$ cat config.mk
export PLATFORM = sky130hd
export DESIGN_NAME = input_mode_sequencer
export DESIGN_NICKNAME = d
export VERILOG_FILES = /design/src/rtl/input_mode_sequencer_pkg.sv /design/src/rtl/input_mode_sequencer_frame_counter.sv /design/src/rtl/input_mode_sequencer.sv
export SDC_FILE = /design/constraint.sdc
export NUM_CORES = 1
export LEC_CHECK = 0
export BUFFER_PORTS_ARGS = -buffer_cell sky130_fd_sc_hd__buf_2
export CAP_MARGIN = 10
export CORE_MARGIN = 4
export CORE_UTILIZATION = 30
export DETAILED_ROUTE_END_ITERATION = 7
export MAX_ROUTING_LAYER = met4
export PLACE_DENSITY_LB_ADDON = 0.2
export SETUP_SLACK_MARGIN = 0.05
export SLEW_MARGIN = 20
export SYNTH_ARGS = -nofsm -noshare
export SYNTH_HDL_FRONTEND = slang
export SYNTH_SLANG_ARGS = --single-unit
$ cat constraint.sdc
create_clock -name clk -period 6.12 [get_ports clk]
set_input_delay 0.306 -clock clk [delete_from_list [all_inputs] [get_ports clk]]
set_output_delay 0.306 -clock clk [all_outputs]
set_load 0.01 [all_outputs]
$ cat src/rtl/input_mode_sequencer_pkg.sv
`default_nettype none
// ============================================================================
//  Module      : input_mode_sequencer_pkg
//  Description : Shared game-mode encodings and default frame constants for
//                the input/mode sequencer and related game logic.
//  Revision    : 1.0 - initial release
// ============================================================================
package input_mode_sequencer_pkg;

    // Top-level game mode, as exported on game_state
    typedef enum logic [1:0] {
        ST_IDLE    = 2'd0,
        ST_PLAY    = 2'd1,
        ST_DEAD    = 2'd2,
        ST_ATTRACT = 2'd3
    } game_state_t;

    // Default frame constants
    localparam int c_idle_frames      = 600;
    localparam int c_dead_lock_frames = 30;
    localparam int c_restart_frames   = 60;
    localparam int c_cnt_w            = 10;

endpackage : input_mode_sequencer_pkg
`default_nettype wire

$ cat src/rtl/input_mode_sequencer_frame_counter.sv
`default_nettype none
// ============================================================================
//  Module      : frame_counter
//  Description : Saturating up-counter with a tick enable and a synchronous
//                clear. Clear has priority over the tick.
//  Revision    : 1.0 - initial release
// ============================================================================
module frame_counter #(
    parameter int WIDTH = 10
) (
    input  logic             clk,
    input  logic             rst,
    input  logic             i_tick,
    input  logic             i_clear,
    output logic [WIDTH-1:0] o_count
);

    localparam logic [WIDTH-1:0] c_max = {WIDTH{1'b1}};

    logic [WIDTH-1:0] r_count;

    // Count ticks, hold at all-ones, clear on request
    always_ff @(posedge clk) begin
        if (rst) begin
            r_count <= '0;
        end else if (i_clear) begin
            r_count <= '0;
        end else if (i_tick && (r_count != c_max)) begin
            r_count <= r_count + 1'b1;
        end
    end

    assign o_count = r_count;

endmodule : frame_counter
`default_nettype wire

$ cat src/rtl/input_mode_sequencer.sv
`default_nettype none
// ============================================================================
//  Module      : input_mode_sequencer
//  Description : Arbitrates jump/duck between buttons, gamepad and autopilot,
//                and sequences the game through IDLE, PLAY, DEAD and ATTRACT,
//                issuing one-cycle restart pulses to the game logic.
//  Revision    : 1.0 - initial release
// ============================================================================
module input_mode_sequencer
    import input_mode_sequencer_pkg::*;
#(
    parameter int IDLE_FRAMES      = c_idle_frames,
    parameter int DEAD_LOCK_FRAMES = c_dead_lock_frames,
    parameter int RESTART_FRAMES   = c_restart_frames,
    parameter int CNT_W            = c_cnt_w
) (
    input  logic       clk,
    input  logic       rst,
    input  logic       frame_tick,
    input  logic       btn_up,
    input  logic       btn_down,
    input  logic       gamepad_is_present,
    input  logic       gamepad_up,
    input  logic       gamepad_down,
    input  logic       ai_up,
    input  logic       crash,
    output logic       jump_out,
    output logic       duck_out,
    output logic       restart_pulse,
    output logic       autopilot,
    output logic [1:0] game_state
);

    localparam logic [CNT_W-1:0] c_idle_lim    = CNT_W'(IDLE_FRAMES);
    localparam logic [CNT_W-1:0] c_lock_lim    = CNT_W'(DEAD_LOCK_FRAMES);
    localparam logic [CNT_W-1:0] c_restart_lim = CNT_W'(RESTART_FRAMES);

    game_state_t      r_state;
    game_state_t      w_state_nxt;
    logic             r_h_up_prev;
    logic             r_jump;
    logic             r_duck;
    logic             r_restart;
    logic             r_autopilot;

    logic             w_h_up;
    logic             w_h_dn;
    logic             w_h_act;
    logic             w_h_edge;
    logic             w_jump_nxt;
    logic             w_duck_nxt;
    logic             w_restart_req;
    logic             w_restart_nxt;
    logic             w_cnt_rearm;
    logic             w_cnt_clear;
    logic [CNT_W-1:0] w_cnt;

    // Human input merge: the gamepad only counts while it is attached
    assign w_h_up   = btn_up   | (gamepad_is_present & gamepad_up);
    assign w_h_dn   = btn_down | (gamepad_is_present & gamepad_down);
    assign w_h_act  = w_h_up | w_h_dn;
    assign w_h_edge = w_h_up & ~r_h_up_prev;

    frame_counter #(
        .WIDTH (CNT_W)
    ) u_frame_counter (
        .clk     (clk),
        .rst     (rst),
        .i_tick  (frame_tick),
        .i_clear (w_cnt_clear),
        .o_count (w_cnt)
    );

    // Next-state, arbitrated controls and restart request
    always_comb begin
        w_state_nxt   = r_state;
        w_jump_nxt    = 1'b0;
        w_duck_nxt    = 1'b0;
        w_restart_req = 1'b0;
        w_cnt_rearm   = 1'b0;
        unique case (r_state)
            ST_IDLE: begin
                w_jump_nxt = w_h_up;
                w_duck_nxt = w_h_dn & ~w_h_up;
                if (w_h_edge) begin
                    w_state_nxt   = ST_PLAY;
                    w_restart_req = 1'b1;
                end else if (!w_h_act && (w_cnt >= c_idle_lim)) begin
                    w_state_nxt   = ST_ATTRACT;
                    w_restart_req = 1'b1;
                end
            end
            ST_PLAY: begin
                w_jump_nxt = w_h_up;
                w_duck_nxt = w_h_dn & ~w_h_up;
                if (crash) begin
                    w_state_nxt = ST_DEAD;
                end
            end
            ST_DEAD: begin
                if (w_h_edge && (w_cnt >= c_lock_lim)) begin
                    w_state_nxt   = ST_PLAY;
                    w_restart_req = 1'b1;
                end else if (!w_h_act && (w_cnt >= c_idle_lim)) begin
                    w_state_nxt   = ST_ATTRACT;
                    w_restart_req = 1'b1;
                end
            end
            ST_ATTRACT: begin
                w_jump_nxt = ai_up & ~crash;
                if (w_h_edge) begin
                    w_state_nxt   = ST_PLAY;
                    w_restart_req = 1'b1;
                end else if (crash && (w_cnt >= c_restart_lim)) begin
                    w_restart_req = 1'b1;
                    w_cnt_rearm   = 1'b1;
                end
            end
            default: begin
                w_state_nxt = ST_IDLE;
            end
        endcase

        // A pulse in the previous cycle has already cleared the game, so a
        // back-to-back request still changes mode but emits no second pulse.
        w_restart_nxt = w_restart_req & ~r_restart;

        // In ATTRACT the counter only measures time spent crashed; in IDLE
        // and DEAD any human activity restarts the inactivity window.
        w_cnt_clear = (w_state_nxt != r_state) | w_cnt_rearm
                    | (((r_state == ST_IDLE) | (r_state == ST_DEAD)) & w_h_act)
                    | ((r_state == ST_ATTRACT) & ~crash);
    end

    // State and registered outputs; reset also drops any pending restart
    always_ff @(posedge clk) begin
        if (rst) begin
            r_state     <= ST_IDLE;
            r_h_up_prev <= 1'b0;
            r_jump      <= 1'b0;
            r_duck      <= 1'b0;
            r_restart   <= 1'b0;
            r_autopilot <= 1'b0;
        end else begin
            r_state     <= w_state_nxt;
            r_h_up_prev <= w_h_up;
            r_jump      <= w_jump_nxt;
            r_duck      <= w_duck_nxt;
            r_restart   <= w_restart_nxt;
            r_autopilot <= (w_state_nxt == ST_ATTRACT);
        end
    end

    assign jump_out      = r_jump;
    assign duck_out      = r_duck;
    assign restart_pulse = r_restart;
    assign autopilot     = r_autopilot;
    assign game_state    = r_state;

endmodule : input_mode_sequencer
`default_nettype wire
# Word-level counts from Yosys, hierarchy flattened
# Cells that the tools add are included.
# word_totals
input_bits	10
ff_bits	17
output_inout_bits	6
# op_classes
n_lt_le_gt_ge	3
eq_ne	6
mux	15
bitwise_logic	20
reduce_logical	9
addsub	1
# op_table
op	n
adder 10 x 1 -> 10 bit, second input constant	1
>= comparator 10 bit, second input constant	1
>= comparator 10 x 5 -> 1 bit, second input constant	1
>= comparator 10 x 6 -> 1 bit, second input constant	1
2-to-1 mux 2 bit	5
!= test 10 bit, second input constant	1
AND 1 bit	8
case mux 2 bit (4 select lines)	1
2-to-1 mux 1 bit	7
bitwise OR 1 bit	7
equality test 2 bit, second input constant	3
OR reduction 2 bit	3
NOT 1 bit	5
logical AND 1 bit	4
case mux 1 bit (3 select lines)	1
equality test 2 x 1 -> 1 bit, second input constant	1
logical NOT 2 bit	1
!= test 2 bit	1
case mux 1 bit (2 select lines)	1
logical NOT 1 bit	1

# Depth between registers and ports, before layout
# Gate-level depths: netlist (run 1).
# logic_depth
word_depth	13
mapped_depth	9
mapped_depth_nobuf	8

# Modules after synthesis
# Synthesis (run 1) repeated with hierarchy kept, for this count alone.
# hier_totals
hier_cells	132
area_unflattened_um2	1167.4
# modules_own_cells
module	area_per_inst_um2	cells_each	n_inst
input_mode_sequencer	631.9	72	1
frame_counter	535.5	60	1

# Worst setup path after synthesis (run 1)
# No wires, ideal clock.
# synth_path
path_kind	register to register
start	register r_state[1] (netlist: game_state[1])
end	register u_frame_counter.r_count[0] (netlist: u_frame_counter.o_count[0])
n_path_buf	1
setup_ns	0.131
setup_slack_ns	4.028
t_arrival_ns	1.962
required_ns	5.989
path_stages_with_launch	8
synth_period_minus_slack_ns	2.092
cell_sequence	dfxtp_1 > inv_1 > ha_1 > clkbuf_1 > a311oi_1 > a221oi_2 > o31ai_4 > nor2_1
# synth_via
elab_chain_len	8
word_cells_on_any_way	19
cone_classes	eq/ne: 4; mux: 7; bitwise: 6; reduce/logical: 2
# synth_rtl
item	line	rtl
start: declaration	input_mode_sequencer.sv:38	game_state_t r_state;
start signal: assignment	input_mode_sequencer.sv:145	r_state <= w_state_nxt;
2-to-1 mux 2 bit	input_mode_sequencer.sv:88, input_mode_sequencer.sv:104	
2-to-1 mux 2 bit, on equally long branches	input_mode_sequencer.sv:101, input_mode_sequencer.sv:85	
case mux 2 bit (4 select lines)	input_mode_sequencer.sv:81	unique case (r_state)
!= test 2 bit	input_mode_sequencer.sv:130	w_cnt_clear = (w_state_nxt != r_state) | w_cnt_rearm
bitwise OR 1 bit	input_mode_sequencer.sv:130	
bitwise OR 1 bit	input_mode_sequencer.sv:131	| (((r_state == ST_IDLE) | (r_state == ST_DEAD)) & w_h_act)
bitwise OR 1 bit (*)	input_mode_sequencer.sv:132	| ((r_state == ST_ATTRACT) & ~crash);
OR reduction 2 bit (no line) (*)	n/a	
end signal: assignment	input_mode_sequencer_frame_counter.sv:29	r_count <= r_count + 1'b1;
end: declaration	input_mode_sequencer_frame_counter.sv:20	logic [WIDTH-1:0] r_count;
# Every way passes the cells marked *; elsewhere a longest branch is shown, timed or not.
# A chain may end at the register's enable or synchronous reset.

# Worst setup path in the final report (run 1)
# layout_path
start	register r_state[1] (netlist: game_state[1])
end	register u_frame_counter.r_count[5] (netlist: u_frame_counter.o_count[5])
# Same word-level chain as after synthesis.

==> results of run 1 <==
[state kept, by name, summed over array words and instances, names as in the netlist]
name	flops
autopilot	1
duck_out	1
restart_pulse	1
game_state	2
r_h_up_prev	1
u_frame_counter.o_count	10
jump_out	1
[logic make-up after synthesis]
family | count (synthesis) | share of synthesized area (%)
AOI/OAI and AO/OA | 38 | 27.9
and+or+nand+nor | 52 | 23.5
xor gates and xnor gates | 7 | 5.48
buffers and inverters | 13 | 6.04
DFF | 17 | 30.4
adders and majority gates | 6 | 6.71
[cells in the final DEF, fill, tap and decap left out, drive strengths merged, types with 2 or more instances in the layout]
master,count
xor2,3
o21bai,2
inv,7
buf,15
a21oi,7
o21a,2
o31ai,2
o211ai,2
nand4,4
o21ai,6
nor3,4
nand3,4
clkbuf,4
o211a,2
a41oi,2
or4b,2
xnor2,4
nand2,9
dfxtp,17
ha,6
nor2,22
[per-stage QoR]
step	hold WS, ns	cells	area, sq um
3_5_place_dp	0.433	188	1210
4_1_cts	0.335	192	1250
3_3_place_gp	0.428	188	1210
6_report	0.339	192	1250
2_1_floorplan	0.453	133	1120
5_1_grt	0.346	192	1250
[worst max path at each step]
stage                                  start                                 endpoint  slack, ns  cells past startpoint
floorplan           game_state[1]$_SDFF_PP0_  u_frame_counter.o_count[0]$_SDFFE_PP0P_       4.03                      7
global placement    game_state[0]$_SDFF_PP0_  u_frame_counter.o_count[2]$_SDFFE_PP0P_       3.91                      6
detailed placement  game_state[1]$_SDFF_PP0_  u_frame_counter.o_count[5]$_SDFFE_PP0P_       3.81                      7
CTS                 game_state[1]$_SDFF_PP0_  u_frame_counter.o_count[5]$_SDFFE_PP0P_       3.81                      7
global route        game_state[0]$_SDFF_PP0_  u_frame_counter.o_count[5]$_SDFFE_PP0P_       3.60                      6
finish              game_state[1]$_SDFF_PP0_  u_frame_counter.o_count[5]$_SDFFE_PP0P_       3.80                      7
[cell type report]
cell class	instances	share of cell area (%)
repair buffers	15	5.98
clock buffers	4	3.59
flip-flops and latches	17	27.1
inverters	7	2.09
multi-input cells	103	56.6
well taps	46	4.59
[worst max-delay path: cells and delay by family (launching register included)]
kind            cells  cell delay (ns)
flops               1             0.44
simple gates        1             0.10
buf+inv             1             0.16
fa+ha+maj           1             0.26
compound gates      4             1.23
[metal layers]
metal / up-vias / wire length [um]
met5: - / 0
met4: 0 / 26
met3: 5 / 160
met2: 32 / 1190
met1: 486 / 1170
li1: 518 / -
[report_power, final]
group / total [W] / internal (W) / switching [W] / leakage (nW)
clock: 0.0000855 / 0.0000462 / 0.0000393 / 0.0228
combinational: 0.000188 / 0.0000729 / 0.000115 / 0.304
sequential: 0.000139 / 0.000126 / 0.0000130 / 0.138
total: 0.000412 / 0.000245 / 0.000167 / 0.465
==> flow_summary_export.csv, run 1 <==
group,metric,value,unit
status,status,"complete, no violations",
synthesis,synthFlopType,"dfxtp_1",
timing,finalCriticalPeriod,2.32,ns
timing,rsz0062_at_grt,"no",
synthesis,synth-seq-cells,17,
finish,insertedDiodeCount,0,
timing,fin_crit_sh,37.9,%
placement,port_buffers,15,
critical_path,crit_type,"reg2reg",
synthesis,synth_common_cells,"nor2_1 (22), dfxtp_1 (17), nand2_1 (8)",
die,die_h,69.1,um
global_route,gr-total-overflow,0,
timing,tns,0,ns
timing,max_slew_margin,56.4,%
synthesis,syn_area,0.00112,sq mm
routing,final_antenna_net_count,0,
routing,drt_iter0_drc,63,
timing,setup_viol_count_final,0,
critical_path,critPathRequiredTime,6.25,ns
cts,worst_setup_hold_path_clk_slew,0.07,ns
critical_path,arrival,2.45,ns
critical_path,reg2reg_depth,7,
placement,dp_hpwl,1.97,mm
power,p_per_area,328,mW/mm^2
finish,fill_cells,365,
routing,via_per_inst,5.42,
global_route,grt_pass1_wl,4.38,mm
die,die-area,0.00477,sq mm
timing,fmax,0.431,GHz
cts,htreeDepth,1,
timing,hold_viol,0,
critical_path,max_stage_delay,0.49,ns
cts,ctsHoldBuffers,0,
routing,vias,1041,
cts,clk_latency,0.25,ns
critical_path,crit_path_cell_trace,"inv_1 > ha_1 > o21a_1 > a311oi_1 > a221oi_2 > o31ai_4 > nor2_1",
cts,cts-resized-gates,0,
cts,cts_buffer_depth,2,
finish,seqCellArea,340,sq um
placement,post-place-ws,3.81,ns
routing,firstDrtPassIters,4,
critical_path,regToRegSetupSlack,3.80,ns
die,pin_count,16,
power,vdd_drop_max,0.0818,mV
global_route,grt_max_degree,11,
synthesis,synth.most_common_cell,"nor2_1",
worst_hold_path,hold_end,"game_state[1]$_SDFF_PP0_",
synthesis,yosysTopAreaCell,"dfxtp_1",
placement,gp_congestion,0.834,
synthesis,ys_warn_count,0,
finish,multi_input_comb_area,711,sq um
routing,routed_wirelength,2.55,mm
routing,wl_per_cell,13.3,um
finish,nets,163,
synthesis,synth_cell_types,46,
worst_hold_path,min_from,"rst",
global_route,grt_pass1_vias,977,
cts,postCtsSetupRepairBufs,0,
die,coreArea,0.00347,sq mm
global_route,track_usage,11.4,%
timing,slew_violations,0,
cts,cts_made_buffers,3,
critical_path,crit_path_end_kind,"flip-flop",
synthesis,synth_area_leaders,"dfxtp_1 (30%), nor2_1 (7.4%), ha_1 (6.7%)",
global_route,antenna_found_initial,0,
synthesis,syn_nets,149,
synthesis,synth_edf_count,0,
timing,finalClockSkew,0.00129,ns
run,max_cap_viol_count,0,
cts,cts_tree,"yes",
synthesis,synthArstFlopShare,0,%
worst_hold_path,hold_class,"in2reg",
synthesis,ys_seq_area_share,30.4,%
timing,worstMarginPinSlew,0.648,ns
worst_hold_path,worstHoldPathCells,2,
synthesis,syn_inst,133,
die,start_util,32.3,%
critical_path,r2r_end,"u_frame_counter.o_count[5]$_SDFFE_PP0P_",
global_route,grt-busiest-layer,"met2",
critical_path,cp_max_fo,10,
finish,drive_gt1_share,17.8,%
routing,drc_errors,0,
critical_path,setup.worst_path.start_class,"flip-flop",
synthesis,avgSynthCellArea,8.41,sq um
critical_path,r2r-start,"game_state[1]$_SDFF_PP0_",
die,num_rows,21,
cts,root_buffer,"clkbuf_8",
global_route,use_met1,13.9,%
global_route,met2_usage,18.0,%
power,power,0.000412,W
critical_path,slowest_stage,"a311oi_1",
global_route,gr-usage-met3,3.34,%
finish,fin_util,36.2,%
synthesis,synth_top_area_share,30.4,%
timing,worst_slack,3.80,ns
die,die_x,69.1,um
cts,numClockSinks,17,
finish,areaGrowthSynthToFinish,12.2,%
power,leakage,0.465,nW
No activity file was read; power rests on OpenSTA's default activity.
==> run 2: changes to the inputs <==
ABC_AREA = 1   (was unset)
clock period = 2.2 ns   (was 6.12 ns; I/O delays follow)
==> run 2 against run 1 <==
Against the previous run:
- combinational power rose to 2.9 times the previous value
- register-to-register slack got worse by 3.4 ns
- worst setup slack got worse by 3.4 ns
- largest cell class unchanged
==> flow_summary_export.csv, run 2 <==
group,metric,value,unit
status,status,"complete, no violations",
critical_path,worst_path_dominant_cell_family,"simple AND/OR/NAND/NOR gates",
die,pin_count,16,
timing,fin_crit_sh,83.4,%
critical_path,crit_path_cell_trace,"inv_1 > ha_1 > nand2_1 > inv_1 > nor4_1 > nand2_1 > nand3_1 > nand3_2 > nor3_1",
finish,seqCellArea,340,sq um
critical_path,crit_path_end_kind,"flip-flop",
critical_path,crit_type,"reg2reg",
synthesis,synth_edf_count,0,
worst_hold_path,min_from,"rst",
cts,cts_tree,"yes",
critical_path,worst-path-buf-inv,2,
finish,areaGrowthSynthToFinish,15.7,%
power,power,0.00117,W
synthesis,yosysTopAreaCell,"dfxtp_1",
timing,rsz0062_at_grt,"yes",
cts,cts_buffer_depth,2,
cts,htreeDepth,1,
finish,insertedDiodeCount,0,
timing,worstMarginPinSlew,0.238,ns
critical_path,slowest_stage,"dfxtp_1",
critical_path,arrival,2.01,ns
synthesis,syn_area,0.00116,sq mm
power,vdd_drop_max,0.455,mV
global_route,grt_pass1_wl,4.44,mm
global_route,antenna_found_initial,0,
synthesis,synth_cell_types,25,
finish,multi_input_comb_area,686,sq um
cts,cts_made_buffers,3,
cts,root_buffer,"clkbuf_8",
timing,finalCriticalPeriod,1.84,ns
routing,drc_errors,0,
finish,most-common-layout-cells,"nand2_1 (46), inv_1 (30), dfxtp_1 (17)",
global_route,gr-total-overflow,0,
synthesis,synth_area_leaders,"dfxtp_1 (29%), nand2_1 (15%), inv_1 (9.7%)",
timing,finalClockSkew,0.00164,ns
synthesis,avgSynthCellArea,6.46,sq um
timing,hold_viol,0,
synthesis,synth_common_cells,"nand2_1 (46), inv_1 (30), dfxtp_1 (17)",
placement,port_buffers,15,
run,max_cap_viol_count,0,
global_route,grt_pass1_vias,1057,
routing,via_per_inst,4.48,
finish,design_area,0.00134,sq mm
synthesis,syn_nets,195,
timing,setup_viol_count_final,0,
placement,dp_hpwl,1.98,mm
die,die_x,70.1,um
timing,max_slew_margin,84.0,%
critical_path,max_stage_delay,0.41,ns
finish,final_common_cell,"nand2_1",
synthesis,ys_warn_count,0,
critical_path,regToRegSetupSlack,0.36,ns
timing,hold_slack,0.109,ns
critical_path,setup.worst_path.start_class,"flip-flop",
die,start_util,31.3,%
synthesis,synthFlopType,"dfxtp_1",
placement,place_area,0.00129,sq mm
global_route,grt_max_degree,12,
timing,slew_violations,0,
critical_path,crit_start,"game_state[0]$_SDFF_PP0_",
synthesis,synth-seq-cells,17,
finish,fill_cells,409,
power,leakage,0.637,nW
finish,nets,215,
synthesis,synth.most_common_cell,"nand2_1",
routing,final_antenna_net_count,0,
timing,tns,0,ns
synthesis,synthArstFlopShare,0,%
critical_path,cp_max_fo,10,
global_route,track_usage,11.0,%
routing,firstDrtPassIters,4,
finish,largest_reg_flops,10,
timing,fmax,0.545,GHz
finish,drive_gt1_share,14.1,%
die,num_rows,22,
cts,worst_setup_hold_path_clk_slew,0.06,ns
critical_path,r2r-start,"game_state[0]$_SDFF_PP0_",
die,coreArea,0.00369,sq mm
routing,routed_wirelength,2.46,mm
worst_hold_path,hold_class,"in2reg",
synthesis,ys_seq_area_share,29.4,%
routing,drt_iter0_drc,53,
routing,vias,1103,
critical_path,critPathRequiredTime,2.37,ns
cts,numClockSinks,17,
routing,wl_per_cell,10.0,um
die,die_h,70.1,um
power,p_per_area,872,mW/mm^2
synthesis,syn_inst,179,
cts,clk_latency,0.24,ns
placement,gp_congestion,0.908,
synthesis,synth_top_area_share,29.4,%
die,die-area,0.00491,sq mm
finish,fin_util,36.3,%
[run 2: path summary, 6_finish.rpt]
check | depth (start not counted) | end
hold reg to reg | 3 | restart_pulse$_SDFF_PP0_
setup reg to reg | 9 | u_frame_counter.o_count[9]$_SDFFE_PP0P_
setup / recovery | 9 | u_frame_counter.o_count[9]$_SDFFE_PP0P_
hold / removal | 2 | game_state[1]$_SDFF_PP0_
[run 2: report_power, final]
part	total, W	leakage [nW]	switching [W]	internal (W)
Clock	0.000224	0.0228	0.0000960	0.000128
Sequential	0.000388	0.138	0.0000349	0.000353
Combinational	0.000554	0.476	0.000367	0.000187
[run 2: cells by family (layout without fill, tap and decap cells)]
| group | count (synthesis) | after routing | synth area share [%] |
|---|---|---|---|
| flip-flops | 17 | 17 | 29.4 |
| buffers and inverters | 34 | 53 | 11.7 |
| adder cells (fa/ha/maj) | 6 | 6 | 6.49 |
| XOR/XNOR | 7 | 7 | 5.30 |
| AND/OR/NAND/NOR | 95 | 95 | 37.8 |
| AO/OA/AOI/OAI | 20 | 20 | 9.31 |
[run 2: layout make-up]
cell class,instances,share of cell area (%)
multi-input combinational,128,51.3
sequential,17,25.4
inverter,33,9.26
timing repair buffer,16,6.17
tap,48,4.49
clock buffer,4,3.37
[run 2: what timing repair did]
action,in CTS,in global routing
gates resized for setup,0,1
endpoints found under the setup margin,0,10
hold buffers,0,0
setup buffers,0,0
[run 2: metrics by stage]
step           worst slack [ns]  cells
6_report                  0.365    246
5_1_grt                  0.0235    246
4_1_cts                   0.257    246
3_5_place_dp              0.280    242
3_3_place_gp              0.218    242
2_1_floorplan             0.482    179
[run 2: metal layers]
metal  routed length, um  GRT usage [%]  up-vias
met2                1070           17.2       21
met1                1300           14.6      470
met3                  67           1.87        4
met4                  22           2.98        0
met5                   0              -        -
li1                    -              -      608
==> run 3: changes to the inputs <==
clock period = 1.7 ns   (was 2.2 ns; I/O delays follow)
==> run 3 against run 2 <==
Against the previous run:
- utilization grew 11 points
- wire length increased by 30%
- critical endpoint is now u_frame_counter.o_count[0]$_SDFFE_PP0P_
- sequential cell count is the same
==> flow_summary_export.csv, run 3 (synthesized netlist as in run 2, its figures left out) <==
group,metric,value,unit
status,status,"complete, no violations",
critical_path,crit_path_cell_trace,"buf_6 > ha_4 > inv_2 > nor3_2 > nor4_2 > nand2_2 > nand3_4 > nand3_4 > nor3_2",
finish,drive_gt1_share,43.3,%
timing,fmax,0.622,GHz
critical_path,crit_type,"reg2reg",
power,p_per_area,1300,mW/mm^2
cts,numClockSinks,17,
finish,largest_reg_flops,10,
routing,vias,1212,
cts,cts_buffer_depth,2,
power,p_int,0.00120,W
finish,nets,234,
die,die-area,0.00491,sq mm
power,leakage,0.752,nW
global_route,grt_pass1_wl,4.66,mm
placement,post-place-ws,0.0134,ns
power,power.switching,0.00105,W
placement,port_buffers,15,
timing,worst_slack,0.0923,ns
timing,rsz0062_at_grt,"yes",
power,vdd_drop_max,1.07,mV
die,coreArea,0.00369,sq mm
finish,stdcell_count,265,
routing,drc_errors,0,
timing,slew_violations,0,
worst_hold_path,hold_class,"in2reg",
timing,hold_viol,0,
die,num_rows,22,
critical_path,cp_max_fo,5,
critical_path,max_stage_delay,0.36,ns
critical_path,critPathRequiredTime,1.87,ns
critical_path,worst_path_dominant_cell_family,"simple AND/OR/NAND/NOR gates",
critical_path,r2r-start,"game_state[0]$_SDFF_PP0_",
critical_path,setup.worst_path.start_class,"flip-flop",
global_route,antenna_found_initial,0,
critical_path,crit_path_end_kind,"flip-flop",
critical_path,slowest_stage,"dfxtp_4",
global_route,gr-total-overflow,0,
timing,finalCriticalPeriod,1.61,ns
routing,drt_iter0_drc,35,
timing,max_slew_margin,83.8,%
routing,wl_per_cell,12.1,um
placement,gp_congestion,0.796,
finish,fin_util,46.9,%
finish,insertedDiodeCount,0,
die,die_h,70.1,um
routing,firstDrtPassIters,4,
cts,cts_made_buffers,3,
power,seqPwrFrac,23.7,%
die,start_util,31.3,%
routing,via_per_inst,4.57,
run,max_cap_viol_count,0,
global_route,grt_max_degree,12,
critical_path,worst-path-buf-inv,2,
global_route,track_usage,11.7,%
power,power,0.00226,W
placement,dp.cells,253,
finish,most-common-layout-cells,"nand2_1 (35), inv_1 (25), buf_2 (15), buf_4 (15)",
cts,htreeDepth,1,
placement,dp_hpwl,2.17,mm
timing,worstMarginPinSlew,0.242,ns
placement,place_area,0.00139,sq mm
global_route,grt_pass1_vias,1072,
cts,clk_latency,0.25,ns
routing,routed_wirelength,3.21,mm
cts,worst_setup_hold_path_clk_slew,0.06,ns
critical_path,crit_start,"game_state[0]$_SDFF_PP0_",
finish,design_area,0.00173,sq mm
timing,setup_viol_count_final,0,
timing,fin_crit_sh,94.6,%
die,pin_count,16,
finish,final_common_cell,"nand2_1",
routing,final_antenna_net_count,0,
cts,cts_tree,"yes",
critical_path,arrival,1.78,ns
finish,fill_cells,385,
power,p_sw_share,46.7,%
timing,finalClockSkew,0.000894,ns
finish,areaGrowthSynthToFinish,49.7,%
power,p_clk_share,13.1,%
power,comb_power_share,63.3,%
worst_hold_path,min_from,"rst",
die,die_x,70.1,um
cts,root_buffer,"clkbuf_8",
## run 3: cell types whose count changed in the layout (fill, tap and decap cells not counted), moves of 4 or more
cell,previous run,this run
buf_4,1,15
nor3_1,16,4
nor3_2,0,12
nand2_1,46,35
nand2_2,2,11
dfxtp_1,17,10
ha_1,6,0
inv_1,30,25
dfxtp_2,0,4
nand3_1,9,5
## run 3: worst paths after layout
path | to | depth (start not counted) | slack (ns)
worst max register to register | u_frame_counter.o_count[0]$_SDFFE_PP0P_ | 9 | 0.09
worst min-delay path | game_state[1]$_SDFF_PP0_ | 2 | 0.08
worst max-delay path | u_frame_counter.o_count[0]$_SDFFE_PP0P_ | 9 | 0.09
worst min register to register | restart_pulse$_SDFF_PP0_ | 3 | 0.48
## run 3: worst reg2reg max path: cells and delay by family (launching register included)
| family | cells | cell delay [ns] |
|---|---|---|
| flops | 1 | 0.36 |
| simple gates | 6 | 0.85 |
| buf+inv | 2 | 0.18 |
| fa+ha+maj | 1 | 0.16 |
## run 3: final cells by class
cell class | count | area (sq um) | share of cell area (%)
clock buffers | 4 | 45.0 | 2.60
inverters | 33 | 129 | 7.45
multi-input cells | 130 | 910 | 52.6
flip-flops and latches | 17 | 357 | 20.6
well taps | 48 | 60.1 | 3.47
repair buffers | 33 | 230 | 13.3
## run 3: stage by stage
stage	hold slack, ns	TNS (ns)
global route	0.0916	-0.137
finish	0.0754	0
floorplan	0.157	0
global placement	0.351	-0.00291
CTS	0.0745	0
detailed placement	0.348	0
## run 3: repair_timing
item,CTS,global route
setup endpoints to repair,10,10
buffers inserted,0,6
hold buffers,0,0
gates cloned,1,1
resized for setup,11,54
pin swaps,4,20
## run 3: routing by layer
layer / global-route usage [%] / vias up / share of wire (%)
met5: - / - / 0
met4: 2.55 / 0 / 0.78
met3: 1.73 / 4 / 2.4
met2: 19.8 / 14 / 51
met1: 14.7 / 542 / 45
li1: - / 652 / -
## run 3: power groups by stage
stage | Clock, W | Sequential, W | Combinational [W]
floorplan | 0 | 0.000535 | 0.000500
global placement | 0 | 0.000506 | 0.000890
detailed placement | 0 | 0.000508 | 0.000859
CTS | 0.000305 | 0.000503 | 0.000962
global route | 0.000321 | 0.000547 | 0.00156
finish | 0.000295 | 0.000534 | 0.00143
